[src/rtl/call_return_ctrl.sv]
// Call/return sequencer: pushes PC+1 and jumps on CALL, pops into the PC on RET.
// Optional sticky OVERFLOW/UNDERFLOW flags when CALLRET_ERR_STICKY_EN is defined.
module call_return_ctrl #(
    parameter int ADDR_WIDTH = 8
) (
    input  logic                  CLK,
    input  logic                  RST,
    input  logic                  CALL,
    input  logic                  RET,
    input  logic [ADDR_WIDTH-1:0] PC,
    input  logic [ADDR_WIDTH-1:0] TARGET,
    input  logic                  ERR_CLR,
    output logic [ADDR_WIDTH-1:0] STK_DATA_OUT,
    output logic                  STK_nRW,
    output logic                  STK_CE,
    input  logic [ADDR_WIDTH-1:0] STK_DATA_IN,
    input  logic                  STK_FULL,
    input  logic                  STK_EMPTY,
    output logic                  PC_LOAD,
    output logic [ADDR_WIDTH-1:0] PC_NEXT,
    output logic                  BUSY,
    output logic                  DONE,
    output logic                  OVERFLOW,
    output logic                  UNDERFLOW
);

    typedef enum logic [2:0] {IDLE, PUSH, JUMP, POP, WAIT, RLOAD} state_t;

    state_t                state_q;
    logic [ADDR_WIDTH-1:0] target_q;

`ifndef CALLRET_ERR_STICKY_EN
    logic unused_err_clr;
    assign unused_err_clr = ERR_CLR;
`endif

    // NOTE: all state and outputs are updated with non-blocking assignments so
    // every branch sees the pre-edge values regardless of statement order.
    always_ff @(posedge CLK) begin
        if (RST) begin
            state_q      <= IDLE;
            target_q     <= '0;
            STK_DATA_OUT <= '0;
            STK_nRW      <= 1'b0;
            STK_CE       <= 1'b0;
            PC_LOAD      <= 1'b0;
            PC_NEXT      <= '0;
            BUSY         <= 1'b0;
            DONE         <= 1'b0;
            OVERFLOW     <= 1'b0;
            UNDERFLOW    <= 1'b0;
        end else begin
`ifdef CALLRET_ERR_STICKY_EN
            if (ERR_CLR) begin
                OVERFLOW  <= 1'b0;
                UNDERFLOW <= 1'b0;
            end
`else
            OVERFLOW  <= 1'b0;
            UNDERFLOW <= 1'b0;
`endif
            // A new error assigned below overrides the clear above.
            case (state_q)
                IDLE: begin
                    if (CALL) begin
                        if (STK_FULL) begin
                            OVERFLOW <= 1'b1;
                        end else begin
                            target_q     <= TARGET;
                            STK_DATA_OUT <= PC + 1'b1;
                            STK_nRW      <= 1'b1;
                            STK_CE       <= 1'b1;
                            BUSY         <= 1'b1;
                            state_q      <= PUSH;
                        end
                    end else if (RET) begin
                        if (STK_EMPTY) begin
                            UNDERFLOW <= 1'b1;
                        end else begin
                            STK_nRW <= 1'b0;
                            STK_CE  <= 1'b1;
                            BUSY    <= 1'b1;
                            state_q <= POP;
                        end
                    end
                end
                PUSH: begin
                    STK_CE  <= 1'b0;
                    PC_LOAD <= 1'b1;
                    PC_NEXT <= target_q;
                    DONE    <= 1'b1;
                    state_q <= JUMP;
                end
                JUMP, RLOAD: begin
                    PC_LOAD <= 1'b0;
                    DONE    <= 1'b0;
                    BUSY    <= 1'b0;
                    state_q <= IDLE;
                end
                POP: begin
                    STK_CE  <= 1'b0;
                    state_q <= WAIT;
                end
                WAIT: begin
                    // Stack read data became valid on the previous (pop) edge.
                    PC_NEXT <= STK_DATA_IN;
                    PC_LOAD <= 1'b1;
                    DONE    <= 1'b1;
                    state_q <= RLOAD;
                end
                default: state_q <= IDLE;
            endcase
        end
    end

endmodule

[config.mk]
export PLATFORM = sky130hd
export DESIGN_NAME = call_return_ctrl
export DESIGN_NICKNAME = d
export VERILOG_FILES = /design/src/rtl/call_return_ctrl.sv
export SDC_FILE = /design/constraint.sdc
export NUM_CORES = 1
export LEC_CHECK = 0
export CORE_MARGIN = 5
export CORE_UTILIZATION = 44
export CTS_CLUSTER_SIZE = 20
export DETAILED_ROUTE_END_ITERATION = 6
export GPL_TIMING_DRIVEN = 0
export MAX_ROUTING_LAYER = met4
export PLACE_DENSITY_LB_ADDON = 0.3
export SYNTH_ARGS = -nofsm -noshare
export SYNTH_HDL_FRONTEND = slang
export SYNTH_SLANG_ARGS = --single-unit
[constraint.sdc]
create_clock -name CLK -period 1.4 [get_ports CLK]
set_input_delay 0.21 -clock CLK [delete_from_list [all_inputs] [get_ports CLK]]
set_output_delay 0.21 -clock CLK [all_outputs]
set_load 0.1 [all_outputs]
==> summary.md <==
| Metric | Value |
|---|---|
| CP Cell Sequence | `buf_6 -> or3b_4 -> buf_6 -> nor2_1 -> a311oi_2` |
| Final Max Tran Viols | `0` |
| Seq/Total Area, Yosys | `44.18%` |
| Post-DP HPWL | `3046 um` |
| Synthesized Nets | `197` |
| Final Skew | `0.008260 ns` |
| Type of destination of the critical path | `flip-flop` |
| Leak | `0.8471 nW` |
| Gpl congestion | `0.8074` |
| Hold Crit Depth | `2` |
| CTS hold repair buffers | `0` |
| Slowest cell on crit path | `or3b_4` |
| Cell count after synthesis | `165` |
| Number of I/O port buffers | `52` |
| Mapped cell area | `1495 um^2` |
| Worst-skew pair later-pin latency | `0.33 ns` |
| DR vias | `1,512` |
| Residual DRC count | `0` |
| CTS buffer count | `5` |
| Detailed Route WL | `4127 um` |
| Hold Crit Class | `in -> reg` |
| Maximum vdd drop | `0.0006341 V` |
| Slew headroom | `61.50%` |
| Total gr overflow | `0` |
| Fill cells | `292` |
| Post-layout util | `64.85%` |
| Worst Reg-to-Reg Cells | `5` |
| Clock sink count | `33` |
| Drt first-iter violations | `42` |
| Post-place instance area | `2078 um^2` |
| Share of layout cells above drive strength 1 | `30.00%` |
| Hold Vio Cnt, Final | `0` |
| Post-route setup slack | `0.04264 ns` |
| Die area | `4664 um^2` |
| Syn Area/Cell | `9.062 um^2` |
| Root Buffer | `clkbuf_4` |
| Crit path kind | `reg -> reg` |
| Worst flop-to-flop path startpoint | `state_q[1]` |
| Largest net degree at the start of global routing | `12` |
| Core area | `3311 um^2` |
| Worst-path fanout max | `10` |
| YS warnings | `0` |
| Max-cap violations | `0` |
| Initial antenna violation count | `0` |
| Row count | `21` |
| Initial cell density of the core | `45.16%` |
| DIE WIDTH | `68.30 um` |
| Final #Nets | `261` |
| All-Layer GR Usage | `18.65%` |
| Worst-path clk slew | `0.11 ns` |
| Period Utilization, post-route | `96.95%` |
| PD cells | `1042 nW/um^2` |
| CTS tree | `done` |
| Fmax | `0.7367 GHz` |
| Reg-to-reg slack, setup | `0.04 ns` |
| Crit path DAT | `1.57 ns` |
| Vias in the first global route | `1,477` |
| Place WS | `-0.3922 ns` |
| Setup crit start kind | `flip-flop` |
| Total power | `2.237 mW` |
| Final setup fails | `0` |
| # IOs | `54` |
| Yosys reg bits | `33` |
| Chip height | `68.30 um` |
| Hold_sp | `CALL` |
| Final instance area | `2147 um^2` |
| Post-synth cell types | `38` |
| CTS H-tree lvls | `2` |
| Slowest cell delay on critical path | `0.39 ns` |
| Period minus WS final | `1.357 ns` |
| Register Area | `670.6 um^2` |
| First-pass GRT wire length | `6410 um` |
| Worst hold endpoint | `OVERFLOW` |
| Via density | `5.478` |
| Outcome | `complete, no violations` |
| Reg2reg end | `PC_NEXT[6]` |
| Post-route ant nets | `0` |
| Most used cell, CP | `buf_6` |
| Area of the multi-input gates | `755.7 um^2` |
| Slew @ Worst Pin | `0.5775 ns` |
| Antenna Cells | `0` |
| Req. time, crit path | `1.61 ns` |
| Area delta synth->final | `43.60%` |
| CTS Buffer Depth | `2` |
| First-pass iteration count of the detailed router | `4` |
| WL/cell | `14.95 um` |
per-stage QoR:
step                      hold WS (ns)  std cells  setup TNS (ns)
after floorplan                 0.3066        165               0
after global placement          0.4362        263          -9.943
after detailed placement        0.4390        263          -10.39
after CTS                       0.3007        273               0
after global routing            0.2550        276       -0.009393
final                           0.2451        276               0
cells by family after synthesis:
family / after synthesis / share of synthesized area, %
AO/OA/AOI/OAI: 56 / 24.19
XOR/XNOR: 3 / 1.758
adder cells (fa/ha/maj): 2 / 1.506
buffers and inverters: 19 / 7.615
flip-flops: 33 / 44.18
AND/OR/NAND/NOR: 52 / 20.75
repair_timing:
action,CTS,global route
setup endpoints to repair,28,26
gates resized for setup,118,26
buffers inserted,3,3
hold endpoints to repair,0,0
cloned,0,1
pin swaps,1,1
worst max-delay path, delay by kind of cell, from the launching register on:
family                 cells  cell delay (ns)
DFF                        1             0.36
and+or+nand+nor            2             0.50
buffers and inverters      2             0.32
AOI/OAI and AO/OA          1             0.05
cells in the final DEF (no fill, tap or decap), types with 4 or more instances in the layout:
master	instances
clkbuf_4	5
nand3_1	19
a21oi_1	24
dfxtp_1	27
a211oi_1	5
buf_6	5
nand2_1	7
nor2_1	6
o21ai_0	8
buf_4	10
a22oi_1	5
clkdlybuf4s50_1	25
dfxtp_2	5
a311oi_2	4
inv_1	5
buf_2	22
synth_stat cells, drive strengths merged:
| master | n | area share (%) |
|---|---|---|
| dfxtp | 33 | 44 |
| a21oi | 24 | 8.0 |
| nand3 | 19 | 6.4 |
| o21ai | 13 | 4.6 |
| buf | 12 | 5.9 |
| nand2 | 7 | 1.8 |
| nor2 | 7 | 1.9 |
| a311oi | 6 | 4.8 |
| a211oi | 5 | 2.5 |
| a22oi | 5 | 2.5 |
| inv | 5 | 1.3 |
| or3 | 4 | 1.7 |
| nor3b | 3 | 2.3 |
| clkbuf | 2 | 0.50 |
| nor2b | 2 | 0.84 |
| nor3 | 2 | 1.4 |
| nor4 | 2 | 0.84 |
| or3b | 2 | 1.3 |
| xor2 | 2 | 1.2 |
| a221o | 1 | 0.67 |
| a221oi | 1 | 0.59 |
| and3 | 1 | 0.42 |
| and4b | 1 | 0.67 |
| ha | 1 | 0.84 |
| maj3 | 1 | 0.67 |
| nand2b | 1 | 0.42 |
| nand4 | 1 | 0.84 |
| o21a | 1 | 0.50 |
| xnor2 | 1 | 0.59 |
routing by layer:
layer	global-route usage (%)	vias up	share of wire, %	routed length, um
li1	-	741	-	-
met1	19.72	722	41	1695
met2	33.69	42	53	2175
met3	3.777	7	4.9	203
met4	7.444	0	1.3	53
met5	-	-	0	0
worst max path at each step:
stage | to | cells past startpoint | start | slack [ns]
detailed placement | STK_DATA_OUT[6] | 5 | PC[0] | -0.39
CTS | PC_NEXT[3] | 4 | state_q[2] | 0.005
global route | target_q[7] | 4 | state_q[0] | -0.009
floorplan | STK_DATA_OUT[1] | 2 | STK_DATA_OUT[1] | 0.05
finish | PC_NEXT[6] | 5 | state_q[1] | 0.04
global placement | STK_DATA_OUT[6] | 5 | PC[0] | -0.36
layout make-up:
cell class,instances,share of cell area [%]
Tap cell,46,2.681
Clock buffer,5,1.748
Multi-Input combinational cell,113,35.20
Buffer,12,4.895
Timing Repair Buffer,59,22.55
Sequential cell,33,31.24
Clock inverter,3,0.8159
Inverter,5,0.8741
power by group:
group,leakage [nW],total [mW],switching [mW],internal (mW)
Clock,0.0310,0.522,0.333,0.189
Combinational,0.544,0.693,0.471,0.222
Sequential,0.272,1.02,0.0313,0.991
Total,0.847,2.24,0.836,1.40
registers in the layout, summed over array words and instances, names as in the netlist:
signal / flops
target_q: 8
BUSY: 1
DONE: 1
STK_nRW: 1
STK_DATA_OUT: 8
OVERFLOW: 1
state_q: 3
PC_NEXT: 8
UNDERFLOW: 1
STK_CE: 1
(Power assumes the default switching activity.)
